==> src/rtl/mem_arbiter_n_if.sv <==
// mem_arbiter_n_if: bundle of master request/grant signals and the shared slave port.
//   master modport: used by the bench side (drives requests and slave read data).
//   slave modport : used by the arbiter (drives grants, read return and slave address/control).
interface mem_arbiter_n_if #(
    parameter int N_MASTERS = 4,
    parameter int ADDR_W    = 16,
    parameter int DATA_W    = 8
);
    logic [N_MASTERS-1:0]        req_valid;
    logic [N_MASTERS*ADDR_W-1:0] req_addr;
    logic [N_MASTERS-1:0]        req_we;
    logic [N_MASTERS*DATA_W-1:0] req_wdata;
    logic [N_MASTERS-1:0]        gnt;
    logic [DATA_W-1:0]           rdata;
    logic [N_MASTERS-1:0]        rvalid;
    logic [ADDR_W-1:0]           slv_addr;
    logic                        slv_we;
    logic [DATA_W-1:0]           slv_wdata;
    logic [DATA_W-1:0]           slv_rdata;

    modport master (
        output req_valid, req_addr, req_we, req_wdata, slv_rdata,
        input  gnt, rdata, rvalid, slv_addr, slv_we, slv_wdata
    );
    modport slave (
        input  req_valid, req_addr, req_we, req_wdata, slv_rdata,
        output gnt, rdata, rvalid, slv_addr, slv_we, slv_wdata
    );
endinterface

==> src/rtl/mem_arbiter_n.sv <==
// mem_arbiter_n: fixed-priority N-master arbiter for a single memory slave with hold limit.
//   clk, rst : clock, synchronous active-high reset
//   bus      : mem_arbiter_n_if.slave (requests in, grant/rvalid/rdata out, slave port)
//   Optional starvation guard enabled by defining ARB_STARVE_GUARD_EN.
module mem_arbiter_n #(
    parameter int N_MASTERS  = 4,
    parameter int ADDR_W     = 16,
    parameter int DATA_W     = 8,
    parameter int HOLD_MAX   = 160,
    parameter int STARVE_MAX = 8
) (
    input logic clk,
    input logic rst,
    mem_arbiter_n_if.slave bus
);
    typedef enum logic {IDLE, OWNED} state_t;
    localparam int IW = $clog2(N_MASTERS);
    localparam int HW = $clog2(HOLD_MAX + 1);

    state_t               state_q;
    logic [IW-1:0]        owner_q;
    logic [N_MASTERS-1:0] gnt_q;
    logic [N_MASTERS-1:0] rvalid_q;
    logic [HW-1:0]        hold_q;

    logic [N_MASTERS-1:0] others;
    logic [IW-1:0]        win;
    logic                 own_req;
    logic                 force_ho;
    logic                 handover;

    function automatic logic [IW-1:0] lowest(input logic [N_MASTERS-1:0] m);
        lowest = '0;
        for (int i = N_MASTERS - 1; i >= 0; i--)
            if (m[i]) lowest = IW'(i);
    endfunction

    // gnt_q is the owner's one-hot (zero in IDLE), so masking with it excludes the owner.
    assign others   = bus.req_valid & ~gnt_q;
    assign own_req  = |(bus.req_valid & gnt_q);
    // Hand over on the cycle the counter would reach HOLD_MAX so the owner keeps exactly HOLD_MAX cycles.
    assign force_ho = own_req && |others && hold_q == HW'(HOLD_MAX - 1);
    assign handover = state_q == OWNED && (!own_req || force_ho);

`ifdef ARB_STARVE_GUARD_EN
    localparam int SW = $clog2(STARVE_MAX + 1);
    logic [SW-1:0]        wait_q [N_MASTERS];
    logic [N_MASTERS-1:0] starved;

    always_comb begin
        starved = '0;
        for (int i = 0; i < N_MASTERS; i++) starved[i] = wait_q[i] >= SW'(STARVE_MAX);
    end

    always_ff @(posedge clk) begin
        for (int i = 0; i < N_MASTERS; i++)
            if (rst || !bus.req_valid[i] || gnt_q[i]) wait_q[i] <= '0;
            else if (wait_q[i] != SW'(STARVE_MAX)) wait_q[i] <= wait_q[i] + SW'(1);
    end

    assign win = |(others & starved) ? lowest(others & starved) : lowest(others);
`else
    assign win = lowest(others);
`endif

    always_comb begin
        bus.slv_addr  = own_req ? bus.req_addr[owner_q*ADDR_W +: ADDR_W] : '0;
        bus.slv_we    = own_req ? bus.req_we[owner_q] : 1'b0;
        bus.slv_wdata = own_req ? bus.req_wdata[owner_q*DATA_W +: DATA_W] : '0;
    end

    // Slave read data arrives the cycle after the address, which is the rvalid cycle.
    assign bus.rdata  = |rvalid_q ? bus.slv_rdata : '1;
    assign bus.gnt    = gnt_q;
    assign bus.rvalid = rvalid_q;

    always_ff @(posedge clk) begin
        if (rst) begin
            state_q  <= IDLE;
            owner_q  <= '0;
            gnt_q    <= '0;
            rvalid_q <= '0;
            hold_q   <= '0;
        end else begin
            rvalid_q <= (own_req && !bus.req_we[owner_q]) ? gnt_q : '0;
            if (state_q == IDLE || handover) begin
                hold_q  <= '0;
                state_q <= |others ? OWNED : IDLE;
                owner_q <= |others ? win : owner_q;
                gnt_q   <= |others ? N_MASTERS'(1) << win : '0;
            end else begin
                hold_q <= |others ? hold_q + HW'(1) : '0;
            end
        end
    end
endmodule

==> src/flat_wrapper.sv <==
// flat-port wrapper written by rule: the top's interface ports become plain ports
module mem_arbiter_n_flat 
#(
    parameter int N_MASTERS  = 4,
    parameter int ADDR_W     = 16,
    parameter int DATA_W     = 8,
    parameter int HOLD_MAX   = 160,
    parameter int STARVE_MAX = 8
)
  (clk, rst, bus_req_valid, bus_req_addr, bus_req_we, bus_req_wdata, bus_slv_rdata, bus_gnt, bus_rdata, bus_rvalid, bus_slv_addr, bus_slv_we, bus_slv_wdata);
  mem_arbiter_n_if #(.N_MASTERS(N_MASTERS), .ADDR_W(ADDR_W), .DATA_W(DATA_W)) bus_i ();
  input logic clk;
  input logic rst;
  input wire logic [$bits(bus_i.req_valid)-1:0] bus_req_valid;
  input wire logic [$bits(bus_i.req_addr)-1:0] bus_req_addr;
  input wire logic [$bits(bus_i.req_we)-1:0] bus_req_we;
  input wire logic [$bits(bus_i.req_wdata)-1:0] bus_req_wdata;
  input wire logic [$bits(bus_i.slv_rdata)-1:0] bus_slv_rdata;
  output wire logic [$bits(bus_i.gnt)-1:0] bus_gnt;
  output wire logic [$bits(bus_i.rdata)-1:0] bus_rdata;
  output wire logic [$bits(bus_i.rvalid)-1:0] bus_rvalid;
  output wire logic [$bits(bus_i.slv_addr)-1:0] bus_slv_addr;
  output wire logic [$bits(bus_i.slv_we)-1:0] bus_slv_we;
  output wire logic [$bits(bus_i.slv_wdata)-1:0] bus_slv_wdata;
  assign bus_i.req_valid = bus_req_valid;
  assign bus_i.req_addr = bus_req_addr;
  assign bus_i.req_we = bus_req_we;
  assign bus_i.req_wdata = bus_req_wdata;
  assign bus_i.slv_rdata = bus_slv_rdata;
  assign bus_gnt = bus_i.gnt;
  assign bus_rdata = bus_i.rdata;
  assign bus_rvalid = bus_i.rvalid;
  assign bus_slv_addr = bus_i.slv_addr;
  assign bus_slv_we = bus_i.slv_we;
  assign bus_slv_wdata = bus_i.slv_wdata;
  mem_arbiter_n #(.N_MASTERS(N_MASTERS), .ADDR_W(ADDR_W), .DATA_W(DATA_W), .HOLD_MAX(HOLD_MAX), .STARVE_MAX(STARVE_MAX)) u_core (.clk(clk), .rst(rst), .bus(bus_i));
endmodule
==> config.mk <==
export PLATFORM = sky130hd
export DESIGN_NAME = mem_arbiter_n_flat
export DESIGN_NICKNAME = d
export VERILOG_FILES = /design/src/rtl/mem_arbiter_n_if.sv /design/src/rtl/mem_arbiter_n.sv /design/src/flat_wrapper.sv
export SDC_FILE = /design/constraint.sdc
export NUM_CORES = 1
export LEC_CHECK = 0
export CORE_MARGIN = 4
export CORE_UTILIZATION = 28
export DETAILED_ROUTE_END_ITERATION = 6
export PLACE_DENSITY = 0.79
export SETUP_SLACK_MARGIN = 0.02
export SYNTH_ARGS = -nofsm -noshare
export SYNTH_HDL_FRONTEND = slang
export SYNTH_SLANG_ARGS = --single-unit
==> constraint.sdc <==
create_clock -name clk -period 2 [get_ports clk]
set_clock_uncertainty 0.15 [all_clocks]
set_input_delay 0.4 -clock clk [delete_from_list [all_inputs] [get_ports clk]]
set_output_delay 0.4 -clock clk [all_outputs]
set_load 0.02 [all_outputs]
# Word-level counts from Yosys, hierarchy flattened
# Cells that the tools add are included.
[classes] n_lt_le_gt_ge=1 n_shift=3 addsub=1 eq_ne=1 muxes=12 bitwise=6 n_reduce_logical=14
[ops] cell="64-bit by 7-bit indexed part select with 16-bit output" n=1
[ops] cell="32-bit by 6-bit indexed part select with 8-bit output" n=1
[ops] cell="16-bit two-way mux" n=1
[ops] cell="8-bit two-way mux" n=2
[ops] cell="4-bit OR reduction" n=3
[ops] cell="8-bit by 1-bit adder with 8-bit output, second input constant" n=1
[ops] cell="4-bit bitwise AND" n=2
[ops] cell="8-bit == test, second input constant" n=1
[ops] cell="2-bit two-way mux" n=4
[ops] cell="1-bit logical AND" n=4
[ops] cell="4-bit two-way mux" n=1
[ops] cell="4-bit inverter" n=1
[ops] cell="1-bit by 2-bit left shift with 4-bit output, first input constant" n=1
[ops] cell="2-bit by 3-bit less-than comparator with 1-bit output, second input constant" n=1
[ops] cell="1-bit two-way mux" n=3
[ops] cell="1-bit inverter" n=3
[ops] cell="3-bit OR reduction" n=1
[ops] cell="1-bit binary-select mux with 2-bit select" n=1
[ops] cell="1-bit zero test" n=2
[ops] cell="1-bit logical OR" n=2
[ops] cell="2-bit AND reduction" n=1
[ops] cell="2-bit OR reduction" n=1
[totals] word_cells=43 register_bits=19 inputBits=114

# Longest topological paths before layout
[logic_depth] word_depth=9 ltp_mapped=6 mapped_depth_nobuf=6

# Worst setup path after synthesis
# Ideal clock, no wire load.
[synth_path] path_kind="register to output" start="reg u_core.owner_q[0]" end="out bus_slv_addr[0]" t_required_ps=1450 path_buffers=2 setup_slack_ps=-139 stages_incl_launch_ff=5 arrival_ps=1589 path_cell_list="dfxtp_1 buf_2 buf_2 mux4_2 and2_1"
[synth_between] elab_chain_cells=2
[synth_rtl] item="from (decl)" line_no="mem_arbiter_n.sv:21" rtl="logic [IW-1:0] owner_q;"
[synth_rtl] item="from (signal assigned)" line_no="mem_arbiter_n.sv:89" rtl="owner_q <= |others ? win : owner_q;"
[synth_rtl] item="64-bit by 7-bit indexed part select with 16-bit output" line_no="mem_arbiter_n.sv:67" rtl="bus.slv_addr = own_req ? bus.req_addr[owner_q*ADDR_W +: ADDR_W] : '0;"
[synth_rtl] item="16-bit two-way mux" line_no="mem_arbiter_n.sv:67"
[synth_rtl] item="to (decl)" line_no="flat_wrapper.sv:22" rtl="output wire logic [$bits(bus_i.slv_addr)-1:0] bus_slv_addr;"
# No other way between the ends.

# Final worst setup path
[layout_path] start="reg u_core.owner_q[0]" end="out bus_slv_we"
[layout_between] elab_chain_cells=3
[layout_rtl] item="1-bit binary-select mux with 2-bit select" line_no="mem_arbiter_n.sv:68" rtl="bus.slv_we = own_req ? bus.req_we[owner_q] : 1'b0;"
[layout_rtl] item="1-bit two-way mux (not written as such)" line_no="mem_arbiter_n.sv:68"
[layout_rtl] item="1-bit two-way mux" line_no="mem_arbiter_n.sv:68"
[layout_rtl] item="to (decl)" line_no="flat_wrapper.sv:23" rtl="output wire logic [$bits(bus_i.slv_we)-1:0] bus_slv_we;"
# No other way between the ends. The select of a mux whose other input is x is not followed.

==> key figures <==
Cells and area
  – Filler cells: 446
  – N_diodes: 0
  – Storage cell area: 388 um^2
  – Multi-input logic area: 1270 um^2
  – Nets: 451
  – Synthesis-to-finish area growth: 121%
  – Share of cells above drive strength 1: 0.406

Detailed routing
  – WL/cell: approximately 18 um
  – Via count: between 1.5k and 2k
  – WL final: just over 7000 um
  – Initial DRC count: 41
  – Drt via density: roughly 4.7
  – DRT antenna net count: 0
  – Drt drc: 0
  – DRT Pass-1 Iters: 4

Synth
  – Warnings, synthesis: 0
  – Synth unique cells: 31
  – Synth Instances: 156
  – Syn_nets: 271
  – Synth top area share: 0.346
  – Synthesized cell area: 1630 um^2
  – Register bit total from synthesis: 19
  – Largest cells by area after synthesis: mux4_2, dfxtp_1, and2_1
  – Area leader, netlist: mux4_2
  – Avg Cell Area, Syn: 10.4 um^2
  – Post-synthesis sequential area ratio: 0.234

Clock network
  – Total CTS buffers: 3
  – Clock Latency Late Sink: between 0.2 and 0.3 ns
  – Worst-path clk slew: 0.07 ns
  – Clock Path Buffers: 2
  – CTS tree: yes
  – Clk sinks: 19
  – Root Buffer Master: clkbuf_8
  – CTS H-tree lvls: 1
  – Post-CTS Hold Buffers: 0

Timing
  – Hold Slack: 0.372 ns
  – Final setup margin: -0.171 ns
  – Relative slew slack: 0.787
  – Minimum clock period: 2.17 ns
  – Period Utilization, post-route: 1.09
  – Slew Viols, Final: 0
  – Final setup fails: 25
  – Worst-Margin Slew: around 0.32 ns
  – Final hold vios: 0
  – Fmax achieved: around 460 MHz
  – Unrepaired setup endpoints after global routing: yes

Die
  – # rows: 27
  – Die Area: 7090 um^2
  – Core footprint: 5570 um^2
  – IO Pins: 155
  – Chip Height: 84.2 um
  – Chip width: around 84 um
  – Starting Density: 0.292

GRT
  – Global-route wire length before repair: roughly 11000 um
  – Gr ovfl total: 0
  – Antenna violations before repair: 0
  – Largest net degree at the start of global routing: 27
  – Vias in the first global route: about 2.0k
  – Gr usage total: 0.197

Critical path
  – Worst setup SP type: flip-flop
  – CP Capture Type: output port
  – Required time of the critical path: approximately 1.5 ns
  – Slowest CP cell: mux4_2
  – Crit-path max cell delay: between 0.5 and 0.6 ns
  – R2R cell count: 6
  – Worst-path cell chain: buf_12 -> mux4_2 -> and2_1 -> buf_2
  – WP data arrival: 1.62 ns
  – Setup CP Type: flip-flop to output port
  – CP max FO: 9

Placed design
  – Post-DP HPWL: roughly 6000 um
  – Port bufs: 154
  – Dpl ws: -0.573 ns
  – Placer congestion estimate: 0.841

Flow run
  – Max Cap Viol: 0

Run status
  – Status: complete, but fails checks
  – Failing checks: negative setup slack

Pwr
  – Standby leakage power: 1.40 nW
  – IR drop worst, VDD: 0.463 mV
  – Pwr/cell area: 397 nW/um^2

Worst hold path
  – WHS Path Cells: 2
  – Worst Hold Class: flip-flop to flip-flop
[routing by layer]
layer  track usage  up-vias  share of wire
met4        0.0365        0          0.012
met2         0.378       77           0.55
li1              -      925              -
met1         0.220      900           0.36
met3        0.0471        8          0.077
met5             0        -              0
[cells in the final DEF (no fill, tap or decap), types with 8 or more instances in the layout]
master and n:
clkdlybuf4s50_1 117, buf_2 13, mux4_2 25, and2_1 10, nor2_1 18, or2_2 8
buf_6 21, buf_4 26, and2_4 19, dfxtp_1 15
[report_power, final]
group,internal [W],switching [W],leakage (nW)
registers,0.000389,0.0000111,0.157
logic,0.000501,0.000264,1.22
clock network,0.000141,0.000116,0.0228
[final timing paths]
check	start	endpoint	slack [ns]
min	u_core.hold_q[0]$_SDFF_PP0_	u_core.hold_q[0]$_SDFF_PP0_	0.37
max	u_core.owner_q[0]$_SDFFE_PP0P_	bus_slv_we	-0.17
min reg2reg	u_core.hold_q[0]$_SDFF_PP0_	u_core.hold_q[0]$_SDFF_PP0_	0.37
max reg2reg	u_core.hold_q[1]$_SDFF_PP0_	u_core.bus.gnt[0]$_SDFFE_PP0P_	0.05
[flip-flops by register name (all words and copies together), names as in the netlist]
register           count
u_core.state_q         1
u_core.bus.gnt         4
u_core.owner_q         2
u_core.bus.rvalid      4
u_core.hold_q          8
[layout make-up]
type,instances,share of cell area
well taps,72,0.0251
clock buffers,4,0.0126
flip-flops and latches,19,0.108
multi-input cells,124,0.354
inverters,2,0.00209
repair buffers,186,0.498
[critical path, delay by kind of cell (launching register included)]
kind	cells	cell delay (ns)
flops	1	0.39
mux	1	0.51
buf+inv	2	0.30
simple gates	1	0.17
[logic make-up (layout without fill, tap and decap cells)]
family | Yosys count | in the layout | synth area share
buf+inv | 13 | 192 | 0.0331
compound gates | 10 | 10 | 0.0562
fa+ha+maj | 1 | 1 | 0.00770
simple gates | 78 | 78 | 0.266
flops | 19 | 19 | 0.234
xor+xnor | 6 | 6 | 0.0323
mux | 29 | 29 | 0.371
[synthesized netlist by cell type]
library cell	n
o2111a_2	1
or2b_1	1
a21oi_1	1
inv_1	2
a22oi_1	2
buf_2	4
o211ai_4	1
and2_1	29
mux4_2	25
xor2_1	3
nand2_1	6
nand2b_1	4
a211oi_2	1
o21ai_0	2
mux2i_1	4
a31oi_1	1
nor4_1	1
or4b_1	1
or4_4	1
nand3_1	4
xnor2_1	3
or2_2	8
nor2_1	18
nand2_2	2
ha_1	1
clkbuf_1	7
a21oi_2	1
nor2b_1	1
nor3_1	1
nand4_1	1
dfxtp_1	19
[what timing repair did]
action | 4_1_cts | 5_1_grt
pin swaps | 4 | 13
setup buffers | 7 | 2
cloned | 2 | 0
gates resized for setup | 169 | 40
setup endpoints to repair | 47 | 42
[stage by stage]
stage	utilization	power, W	TNS (ns)	cells	instance area, um^2
6_report	0.644	0.00142	-3.40	407	3590
3_3_place_gp	0.610	0.00110	-19.09	393	3400
3_5_place_dp	0.610	0.00111	-20.41	393	3400
4_1_cts	0.636	0.00141	-4.78	406	3540
5_1_grt	0.644	0.00151	-4.95	407	3590
2_1_floorplan	-	0.000710	0	156	1640
(Power assumes the default switching activity.)
